<file path="config.mk">
export PLATFORM = sky130hd
export DESIGN_NAME = program_loader
export DESIGN_NICKNAME = d
export VERILOG_FILES = /design/src/rtl/utils.sv /design/src/rtl/uart_rx.sv /design/src/rtl/program_loader.sv
export SDC_FILE = /design/constraint.sdc
export NUM_CORES = 1
export LEC_CHECK = 0
export CAP_MARGIN = 20
export CORE_AREA = 4 4 146 148
export CTS_CLUSTER_SIZE = 8
export DETAILED_ROUTE_END_ITERATION = 16
export DIE_AREA = 0 0 150 152
export GPL_ROUTABILITY_DRIVEN = 0
export SYNTH_ARGS = -nofsm -noshare
export SYNTH_HDL_FRONTEND = slang
export SYNTH_SLANG_ARGS = --single-unit
export TNS_END_PERCENT = 30
</file>
<file path="constraint.sdc">
create_clock -name clk -period 6.9 [get_ports clk]
set_clock_uncertainty 0.15 [all_clocks]
set_input_delay 1.035 -clock clk [delete_from_list [all_inputs] [get_ports clk]]
set_output_delay 1.035 -clock clk [all_outputs]
set_load 0.05 [all_outputs]
</file>
<file path="src/rtl/utils.sv">
// Shared definitions for the boot path: system parameters, the instruction BRAM
// write request and the program loader's state encoding and ack bytes.
package utils;

    localparam int CLK_PER_HALF_BIT           = 39;
    localparam int INST_MEM_SIZE              = 16384;
    localparam bit USE_WORD_ADDRESSING_FOR_PC = 1'b0;

    typedef struct packed {
        logic [31:0] waddr;
        logic [31:0] wdata;
        logic        wenable;
    } bram_wreq_t;

    typedef enum logic [2:0] {
        LD_IDLE,
        LD_LEN,
        LD_DATA,
        LD_DONE,
        LD_ERR
    } loader_state_t;

    localparam logic [7:0] ACK_OK  = 8'hAA;
    localparam logic [7:0] ACK_ERR = 8'hEE;

endpackage

</file>
<file path="src/rtl/uart_rx.sv">
// UART 8N1 receiver: synchronises rxd, samples each bit at its middle and
// reports either a received byte or a framing error as a one-cycle pulse.
module uart_rx #(
    parameter int CLK_PER_HALF_BIT = utils::CLK_PER_HALF_BIT
) (
    input  logic       clk,
    input  logic       rst,
    input  logic       rxd,
    output logic       byte_valid,
    output logic [7:0] byte_data,
    output logic       frame_err
);

    localparam int CW = $clog2(2 * CLK_PER_HALF_BIT);
    localparam logic [CW-1:0] HALF_BIT = CW'(CLK_PER_HALF_BIT - 1);
    localparam logic [CW-1:0] FULL_BIT = CW'(2 * CLK_PER_HALF_BIT - 1);

    typedef enum logic [1:0] {RX_IDLE, RX_START, RX_DATA, RX_STOP} rx_state_t;

    rx_state_t     state, state_next;
    logic [CW-1:0] cnt, cnt_next;
    logic [2:0]    bit_idx, bit_idx_next;
    logic [7:0]    shreg, shreg_next;
    logic          valid_next, ferr_next;
    logic          rx_meta, rx_sync, rx_prev;

    // NOTE: every variable assigned in always_comb gets a default first, otherwise a latch is inferred.
    always_comb begin
        state_next   = state;
        cnt_next     = cnt;
        bit_idx_next = bit_idx;
        shreg_next   = shreg;
        valid_next   = 1'b0;
        ferr_next    = 1'b0;
        unique case (state)
            RX_IDLE: begin
                if (rx_prev && !rx_sync) begin
                    state_next = RX_START;
                    cnt_next   = HALF_BIT;
                end
            end
            RX_START: begin
                if (cnt != '0) begin
                    cnt_next = cnt - 1'b1;
                end else if (!rx_sync) begin
                    state_next   = RX_DATA;
                    cnt_next     = FULL_BIT;
                    bit_idx_next = 3'd0;
                end else begin
                    // Start bit was high again at its middle: a glitch, not a frame.
                    state_next = RX_IDLE;
                end
            end
            RX_DATA: begin
                if (cnt != '0) begin
                    cnt_next = cnt - 1'b1;
                end else begin
                    shreg_next = {rx_sync, shreg[7:1]};
                    cnt_next   = FULL_BIT;
                    if (bit_idx == 3'd7) state_next = RX_STOP;
                    else                 bit_idx_next = bit_idx + 3'd1;
                end
            end
            RX_STOP: begin
                if (cnt != '0) begin
                    cnt_next = cnt - 1'b1;
                end else begin
                    valid_next = rx_sync;
                    ferr_next  = !rx_sync;
                    state_next = RX_IDLE;
                end
            end
            default: state_next = RX_IDLE;
        endcase
    end

    // NOTE: sequential state uses non-blocking assignments so every flop samples pre-edge values.
    always_ff @(posedge clk or posedge rst) begin
        if (rst) begin
            rx_meta    <= 1'b1;
            rx_sync    <= 1'b1;
            rx_prev    <= 1'b1;
            state      <= RX_IDLE;
            cnt        <= '0;
            bit_idx    <= 3'd0;
            shreg      <= 8'h00;
            byte_valid <= 1'b0;
            frame_err  <= 1'b0;
        end else begin
            rx_meta    <= rxd;
            rx_sync    <= rx_meta;
            rx_prev    <= rx_sync;
            state      <= state_next;
            cnt        <= cnt_next;
            bit_idx    <= bit_idx_next;
            shreg      <= shreg_next;
            byte_valid <= valid_next;
            frame_err  <= ferr_next;
        end
    end

    assign byte_data = shreg;

endmodule

</file>
<file path="src/rtl/program_loader.sv">
// Boot loader: receives a length-prefixed little-endian program over UART and
// writes it word by word into instruction BRAM, then flags done or err.
module program_loader
    import utils::*;
#(
    parameter int CLK_PER_HALF_BIT = utils::CLK_PER_HALF_BIT,
    parameter int INST_MEM_SIZE    = utils::INST_MEM_SIZE,
    parameter bit WORD_ADDR        = utils::USE_WORD_ADDRESSING_FOR_PC
) (
    input  logic       clk,
    input  logic       rst,
    input  logic       rxd,
    output bram_wreq_t inst_wreq,
    output logic       loading,
    output logic       done,
    output logic       err,
    output logic       ack_valid,
    output logic [7:0] ack_data
);

    localparam logic [31:0] MAX_WORDS = 32'(INST_MEM_SIZE);

    logic          byte_valid, frame_err;
    logic [7:0]    byte_data;

    loader_state_t state, state_next;
    logic [1:0]    byte_cnt;
    logic [31:0]   word_sr, assembled;
    logic [31:0]   len, idx;
    logic          word_done;

    uart_rx #(.CLK_PER_HALF_BIT(CLK_PER_HALF_BIT)) u_rx (
        .clk        (clk),
        .rst        (rst),
        .rxd        (rxd),
        .byte_valid (byte_valid),
        .byte_data  (byte_data),
        .frame_err  (frame_err)
    );

    always_comb begin
        assembled = word_sr;
        assembled[{byte_cnt, 3'b000} +: 8] = byte_data;
        word_done = byte_valid && (byte_cnt == 2'd3);
    end

    always_comb begin
        state_next = state;
        unique case (state)
            LD_IDLE: if (byte_valid) state_next = LD_LEN;
            LD_LEN: begin
                if (frame_err) begin
                    state_next = LD_ERR;
                end else if (word_done) begin
                    if (assembled == 32'd0 || assembled > MAX_WORDS) state_next = LD_ERR;
                    else                                             state_next = LD_DATA;
                end
            end
            LD_DATA: begin
                // idx has already advanced past the word being written this cycle.
                if (frame_err)                           state_next = LD_ERR;
                else if (inst_wreq.wenable && idx == len) state_next = LD_DONE;
            end
            LD_DONE: state_next = LD_DONE;
            LD_ERR:  state_next = LD_ERR;
            default: state_next = LD_IDLE;
        endcase
    end

    always_ff @(posedge clk or posedge rst) begin
        if (rst) begin
            state     <= LD_IDLE;
            byte_cnt  <= 2'd0;
            word_sr   <= 32'd0;
            len       <= 32'd0;
            idx       <= 32'd0;
            inst_wreq <= '0;
            ack_valid <= 1'b0;
            ack_data  <= 8'h00;
        end else begin
            state             <= state_next;
            inst_wreq.wenable <= 1'b0;
            ack_valid         <= 1'b0;

            if (state_next != state && state_next == LD_DONE) begin
                ack_valid <= 1'b1;
                ack_data  <= ACK_OK;
            end else if (state_next != state && state_next == LD_ERR) begin
                ack_valid <= 1'b1;
                ack_data  <= ACK_ERR;
            end

            if (byte_valid && (state == LD_IDLE || state == LD_LEN || state == LD_DATA)) begin
                word_sr  <= assembled;
                byte_cnt <= byte_cnt + 2'd1;
            end

            if (state == LD_LEN && word_done && state_next == LD_DATA) begin
                len <= assembled;
                idx <= 32'd0;
            end

            if (state == LD_DATA && word_done) begin
                inst_wreq.wenable <= 1'b1;
                inst_wreq.wdata   <= assembled;
                inst_wreq.waddr   <= WORD_ADDR ? idx : (idx << 2);
                idx               <= idx + 32'd1;
            end
        end
    end

    assign loading = (state == LD_LEN) || (state == LD_DATA);
    assign done    = (state == LD_DONE);
    assign err     = (state == LD_ERR);

endmodule
</file>
==> results.md, run 1 <==
* Hold Path Depth at 0
* Tmin final at between 3 and 4 ns
* DRT iter0 DRCs at 388
* Asr flop ratio synth at 100.0%
* Vias in the first global route at approximately 6.3k
* Worst-margin pin slew at 0.9718 ns
* Total global-route track usage at 18.62%
* Pre-CTS setup slack at 2.929 ns
* CTS tree: done
* Critical path startpoint category: flip-flop
* Leakage Power at 0.004890 µW
* GR Layer Usage met1 at about 26%
* Vias post-DR at around 6.4k
* Worst r2r src: byte_cnt[0]
* Drt via density at 5.228
* Antenna diodes at 0
* Critical Path Stages at 9
* Min-delay worst type: reg2reg
* Core Rows at 52
* Worst Hold Path EP: u_rx.rx_sync
* Fill cell count at approximately 1.9k
* Hold Path Origin: u_rx.rx_meta
* Post-CTS Setup Repair Bufs at 0
* Crit path cell chain: inv_1 -> ha_1 -> and3b_1 -> a31oi_1 -> nand3_1 -> nor4_4 -> mux2i_4 -> buf_4 -> mux2_2
* Post_cts resized at 0
* Post-Syn Area at 0.008896 mm²
* Buf/Inv on CP at 2
* Top Ports at 80
* Worst setup margin at slightly below 3 ns
* CP required at 7.07 ns
* Status: finished clean
* Initial antenna violation count at 0
* Post-synth top flop: dfrtp_1
* Final slew viol count at 0
* H-tree levels at 4
* Largest net degree at the start of global routing at 139
* Max-slew headroom at 34.71%
* Root buffer cell: clkbuf_16
* R2R setup slack at 2.91 ns
* CP Capture Type: flip-flop
* Clk_lat worst skew at 0.43 ns
* Crit Path Class: reg2reg
* Fmax at 0.2506 GHz
* DR WL/cell at 16.70 µm
* Antenna-violating nets left at 0
* Layout Utilization at around half
* Pwr Density at 274.5 mW/mm²
* Drt pass-1 iters at 6
* Clock sink count at between 150 and 200
* Slowest-stage cell, CP: nor4_4
* Crit Path Max Fanout at 45
* Core Area at ~0.02 mm²
* Final setup fails at 0
* Hold_buf cts at 0
* WL final at 20320 µm
* Warning count from the yosys run at 0
* Clock slew at reported path FFs at 0.07 ns
* M3 GR Usage at 3.307%
* Layout cells sized above 1 at between 8 and 9%
* Crit-path leading delay family: simple AND/OR/NAND/NOR gates
* Post-synth EDFFs at 0
* M2 GR Usage at just under 30%
* Worst Reg-to-Reg Cells at 9
* Clock Path Buffers at 2
* First-pass GRT wire length at 33890 µm
* Final period util at a little under 60%
* Most Used Layer, Global Route: met2
* Mean Syn Cell Area at 10.05 µm²
* Number of port buffers at 75
* Worst stage delay on the critical path at roughly 0.53 ns
* Setup crit start: byte_cnt[0]
* Detailed placer's ending HPWL at 13710 µm
* Max cap viols at 0
* Yosys reg bits at 192
* Cells after Synth at 885
* Final nets at 950
* Synth-to-Final Area Change at 16.77%
* Unrepaired setup endpoints after global routing: no
* Sequential share of the synthesized area at 54.05%
* Final hold vios at 0
* DRC viols at 0
* Reg2Reg Capture Point: len[7]
* Initial Utilization at 44.39%
* Count of unique library cells instantiated by Yosys at 68
* CP arrival at around 4.2 ns
* Chip width at ~150 µm
* Worst vdd ir at 0.1812 mV
* Die area at 0.02280 mm²
* Number of CTS-inserted buffers at 17
* Total gr overflow at 0
* Setup TNS at 0 ns
* Die Height at approximately 150 µm
-- cell type report --
type,count,area [µm²],share of cell area [%]
inverter,34,135.1,1.301
tap,270,337.8,3.252
sequential,192,4808,46.29
timing repair buffer,85,825.8,7.950
multi-input combinational,604,3699,35.61
clock buffer,19,442.9,4.264
clock inverter,13,138.9,1.337
-- synth_stat cells, types with 6 or more instances --
master | n | area (µm²)
a2111oi_0 | 7 | 61.31
nor2_1 | 74 | 277.8
or2_2 | 10 | 62.56
xnor2_1 | 11 | 96.34
and2_1 | 22 | 137.6
nand2_1 | 140 | 525.5
mux2_2 | 18 | 202.7
nand4_1 | 12 | 75.07
dfrtp_1 | 189 | 4730
clkbuf_1 | 36 | 135.1
ha_1 | 13 | 162.7
buf_4 | 8 | 60.06
nand2b_1 | 6 | 37.54
a31oi_1 | 8 | 50.05
a21oi_1 | 28 | 140.1
nor3_1 | 13 | 65.06
nor4_1 | 14 | 87.58
a22o_1 | 16 | 140.1
inv_1 | 34 | 127.6
nor2b_1 | 15 | 93.84
nand3_1 | 19 | 95.09
o21ai_0 | 41 | 205.2
mux2i_1 | 14 | 140.1
a221oi_1 | 7 | 61.31
xor2_1 | 39 | 341.6
-- how the worst max path moves through the flow --
stage,endpoint
2_1_floorplan,async pin
3_3_place_gp,len[5]
3_5_place_dp,len[0]
6_report,len[7]
4_1_cts,len[7]
5_1_grt,len[1]
-- worst register-to-register path: cells and delay by family, from the launching register on --
| family | cells | cell delay [ns] |
|---|---|---|
| buffers and inverters | 2 | 0.66 |
| adders and majority gates | 1 | 0.44 |
| muxes | 2 | 0.71 |
| and+or+nand+nor | 3 | 1.02 |
| DFF | 1 | 0.52 |
| AOI/OAI and AO/OA | 1 | 0.39 |
-- layout by cell type, fill, tap and decap left out, types with 5 or more instances in the layout --
master,n
o21ai_0,41
nor3_1,13
ha_1,13
o22ai_1,5
dfrtp_1,189
a31oi_1,8
clkbuf_16,17
nand2b_1,6
nor2b_1,15
nand4_1,12
nand3_1,19
a22o_1,16
mux2_2,18
or2_2,10
and2_1,22
a21oi_1,28
nor4_1,14
clkdlybuf4s50_1,75
nor2_1,74
o21ai_1,5
a2111oi_0,7
xnor2_1,11
and3_1,5
a221oi_1,7
xor2_1,39
inv_1,33
or3_1,5
nand2_1,140
mux2i_1,14
buf_4,10
-- cell families (layout without fill, tap and decap cells) --
group	count (synthesis)	count (layout)	synth area share, %
AOI/OAI and AO/OA	149	149	11.27
xor gates and xnor gates	50	50	4.923
adders and majority gates	13	13	1.828
buffers and inverters	92	151	4.641
DFF	192	192	54.05
muxes	33	33	4.107
other	1	4	0.04215
and+or+nand+nor	355	355	19.14
-- metal layers --
metal  share of wire [%]  wire [µm]
met5                   0          0
met4                 1.8        366
met3                 3.7        749
met2                  48       9800
met1                  46       9406
-- registers in the layout (all words and copies together), names as in the netlist, 2 cells and up, named ones only --
| name | flops |
|---|---|
| len | 32 |
| state | 3 |
| u_rx.bit_idx | 3 |
| inst_wreq | 63 |
| idx | 32 |
| word_sr | 32 |
| byte_cnt | 2 |
| u_rx.byte_data | 8 |
| ack_data | 2 |
| u_rx.cnt | 7 |
-- metrics by stage --
step	total power, µW	hold WS, ns	std cells	cell area, µm²
finish	2851	0.2067	1217	10390
global route	3011	0.2146	1217	10390
CTS	2879	0.2075	1217	10390
detailed placement	1893	0.1972	1185	9806
global placement	1885	0.1957	1185	9806
floorplan	1757	0.1952	888	8907
-- where the power goes --
part / switching [µW] / total (µW) / leakage [µW] / internal [µW]
Combinational: 373 / 606 / 0.00196 / 234
Clock: 437 / 981 / 0.000283 / 544
Sequential: 67.5 / 1260 / 0.00265 / 1200
No activity file was read; power rests on OpenSTA's default activity.
==> inputs of run 2 (changes only) <==
==> constraint.sdc (replaced) <==
create_clock -name clk -period 3.8 [get_ports clk]
set_clock_uncertainty 0.15 [all_clocks]
set_input_delay 0.57 -clock clk [delete_from_list [all_inputs] [get_ports clk]]
set_output_delay 0.57 -clock clk [all_outputs]
set_load 0.05 [all_outputs]
==> results.md, run 2 (synthesis gave the netlist of run 1 again) <==
* Final nets at ~970
* Leakage Power at 0.004978 µW
* Number of port buffers at 75
* Finished Layout Cells at around 1.2k
* Clock slew at reported path FFs at ~0.07 ns
* Synth-to-Final Area Change at 18.73%
* Tmin final at 3.497 ns
* Number of CTS-inserted buffers at 17
* Vias in the first global route at 6326
* H-tree levels at 4
* Antenna diodes at 0
* Final period util at 92.02%
* Initial Utilization at roughly 44%
* Largest Register: inst_wreq
* Hold Path Origin: u_rx.rx_meta
* First-pass GRT wire length at 34450 µm
* Worst-margin pin slew at 0.7654 ns
* R2R setup slack at 0.30 ns
* Die Height at 152 µm
* WL final at 20570 µm
* Die area at 0.02280 mm²
* CTS tree: done
* Fmax at 0.2860 GHz
* Top Ports at 80
* Commonest non-fill, non-tap cell in the layout: dfrtp_1
* Vias post-DR at 6407
* Crit Path Max Fanout at 19
* CP required at between 3 and 4 ns
* Initial antenna violation count at 0
* Final setup fails at 0
* Unrepaired setup endpoints after global routing: no
* Max cap viols at 0
* DRT iter0 DRCs at 340
* Total gr overflow at 0
* Worst vdd ir at approximately 0.37 mV
* DRC viols at 0
* Pwr Density at 495.7 mW/mm²
* Worst Hold Path EP: u_rx.rx_sync
* Fill cell count at 1891
* Root buffer cell: clkbuf_16
* Clk_lat worst skew at 0.43 ns
* Chip width at 150 µm
* DR WL/cell at 16.65 µm
* DP Cell Count at roughly 1.2k
* Largest net degree at the start of global routing at 87
* Hold_buf cts at 0
* Reg2Reg Capture Point: idx[2]
* Setup TNS at 0 ns
* Hold Path Depth at 0
* Clock sink count at approximately 190
* CP arrival at 3.67 ns
* Worst Reg-to-Reg Cells at 8
* Core Rows at 52
* Max reg flops at 63
* Crit Path Class: reg2reg
* Min-delay worst type: reg2reg
* Critical path startpoint category: flip-flop
* Total global-route track usage at 18.93%
* Worst r2r src: byte_cnt[0]
* Drt via density at slightly above 5
* Status: finished clean
* Core Area at around 0.020 mm²
* Layout cells sized above 1 at 10.26%
* Antenna-violating nets left at 0
* CP Capture Type: flip-flop
* Setup crit start: byte_cnt[0]
* Max-slew headroom at 48.28%
* Final slew viol count at 0
* Drt pass-1 iters at 7
* Most frequent cells in the layout: 189 x dfrtp_1, 140 x nand2_1, 75 x clkdlybuf4s50_1
* Final hold vios at 0
* Detailed placer's ending HPWL at around 14000 µm
* Clock Path Buffers at 2
run 2: cell types whose count changed in the layout (fill, tap and decap cells not counted):
cell        delta
inv_6          +2
buf_4         +14
clkinv_2       -2
inv_8          +3
clkinvlp_4     +3
clkinv_4       -3
bufinv_16      -1
clkbuf_8       -1
buf_12         +4
clkbuf_1       -1
run 2: cell type report:
type | count | area (µm²) | share of cell area (%)
Timing Repair Buffer | 103 | 1011 | 9.571
Clock buffer | 17 | 425.4 | 4.027
Inverter | 34 | 131.4 | 1.244
Tap cell | 270 | 337.8 | 3.198
Multi-Input combinational cell | 604 | 3699 | 35.02
Sequential cell | 192 | 4808 | 45.52
Clock inverter | 15 | 150.1 | 1.421
run 2: worst max path at each step:
stage | endpoint | slack [ns] | depth (start not counted)
after floorplan | len[0] | 0.58 | 10
after global placement | idx[12] | 0.32 | 9
after detailed placement | idx[1] | 0.23 | 9
after CTS | idx[1] | 0.22 | 9
after global routing | len[13] | 0.09 | 9
final | idx[2] | 0.30 | 8
run 2: what timing repair did:
| item | in CTS | in global routing |
|---|---|---|
| resized for setup | 0 | 0 |
| endpoints found under the setup margin | 0 | 27 |
| buffers inserted | 0 | 1 |
run 2: where the power goes:
part / internal, µW / total (µW) / switching [µW]
clock network: 926 / 1760 / 835
registers: 2170 / 2290 / 124
logic: 475 / 1180 / 705
total: 3570 / 5240 / 1660
run 2: stage by stage:
stage	setup WS [ns]	hold WS, ns	util [%]	power, µW	instance area [µm²]
detailed placement	0.2287	0.2007	49.80	3511	9980
floorplan	0.5785	0.1952	-	3192	8911
global route	0.08644	0.2146	52.71	5526	10560
finish	0.3033	0.2096	52.71	5235	10560
CTS	0.2206	0.2114	52.67	5290	10560
global placement	0.3240	0.1954	49.80	3497	9980
run 2: critical path, cell delays in order (launching register included):
cell and delay (ns):
dfrtp_1 0.52, inv_1 0.18, ha_1 0.45, and3b_1 0.29, a31oi_1 0.25, nand3_1 0.17, nor4_4 0.49, mux2_2 0.54
a311o_1 0.35
run 2: per-layer routing:
metal,track usage (%),vias up,wire (µm)
met4,4.357,0,229
met3,4.438,20,867
met5,0,-,0
met2,30.24,132,9944
met1,26.34,3096,9525
li1,-,3159,-
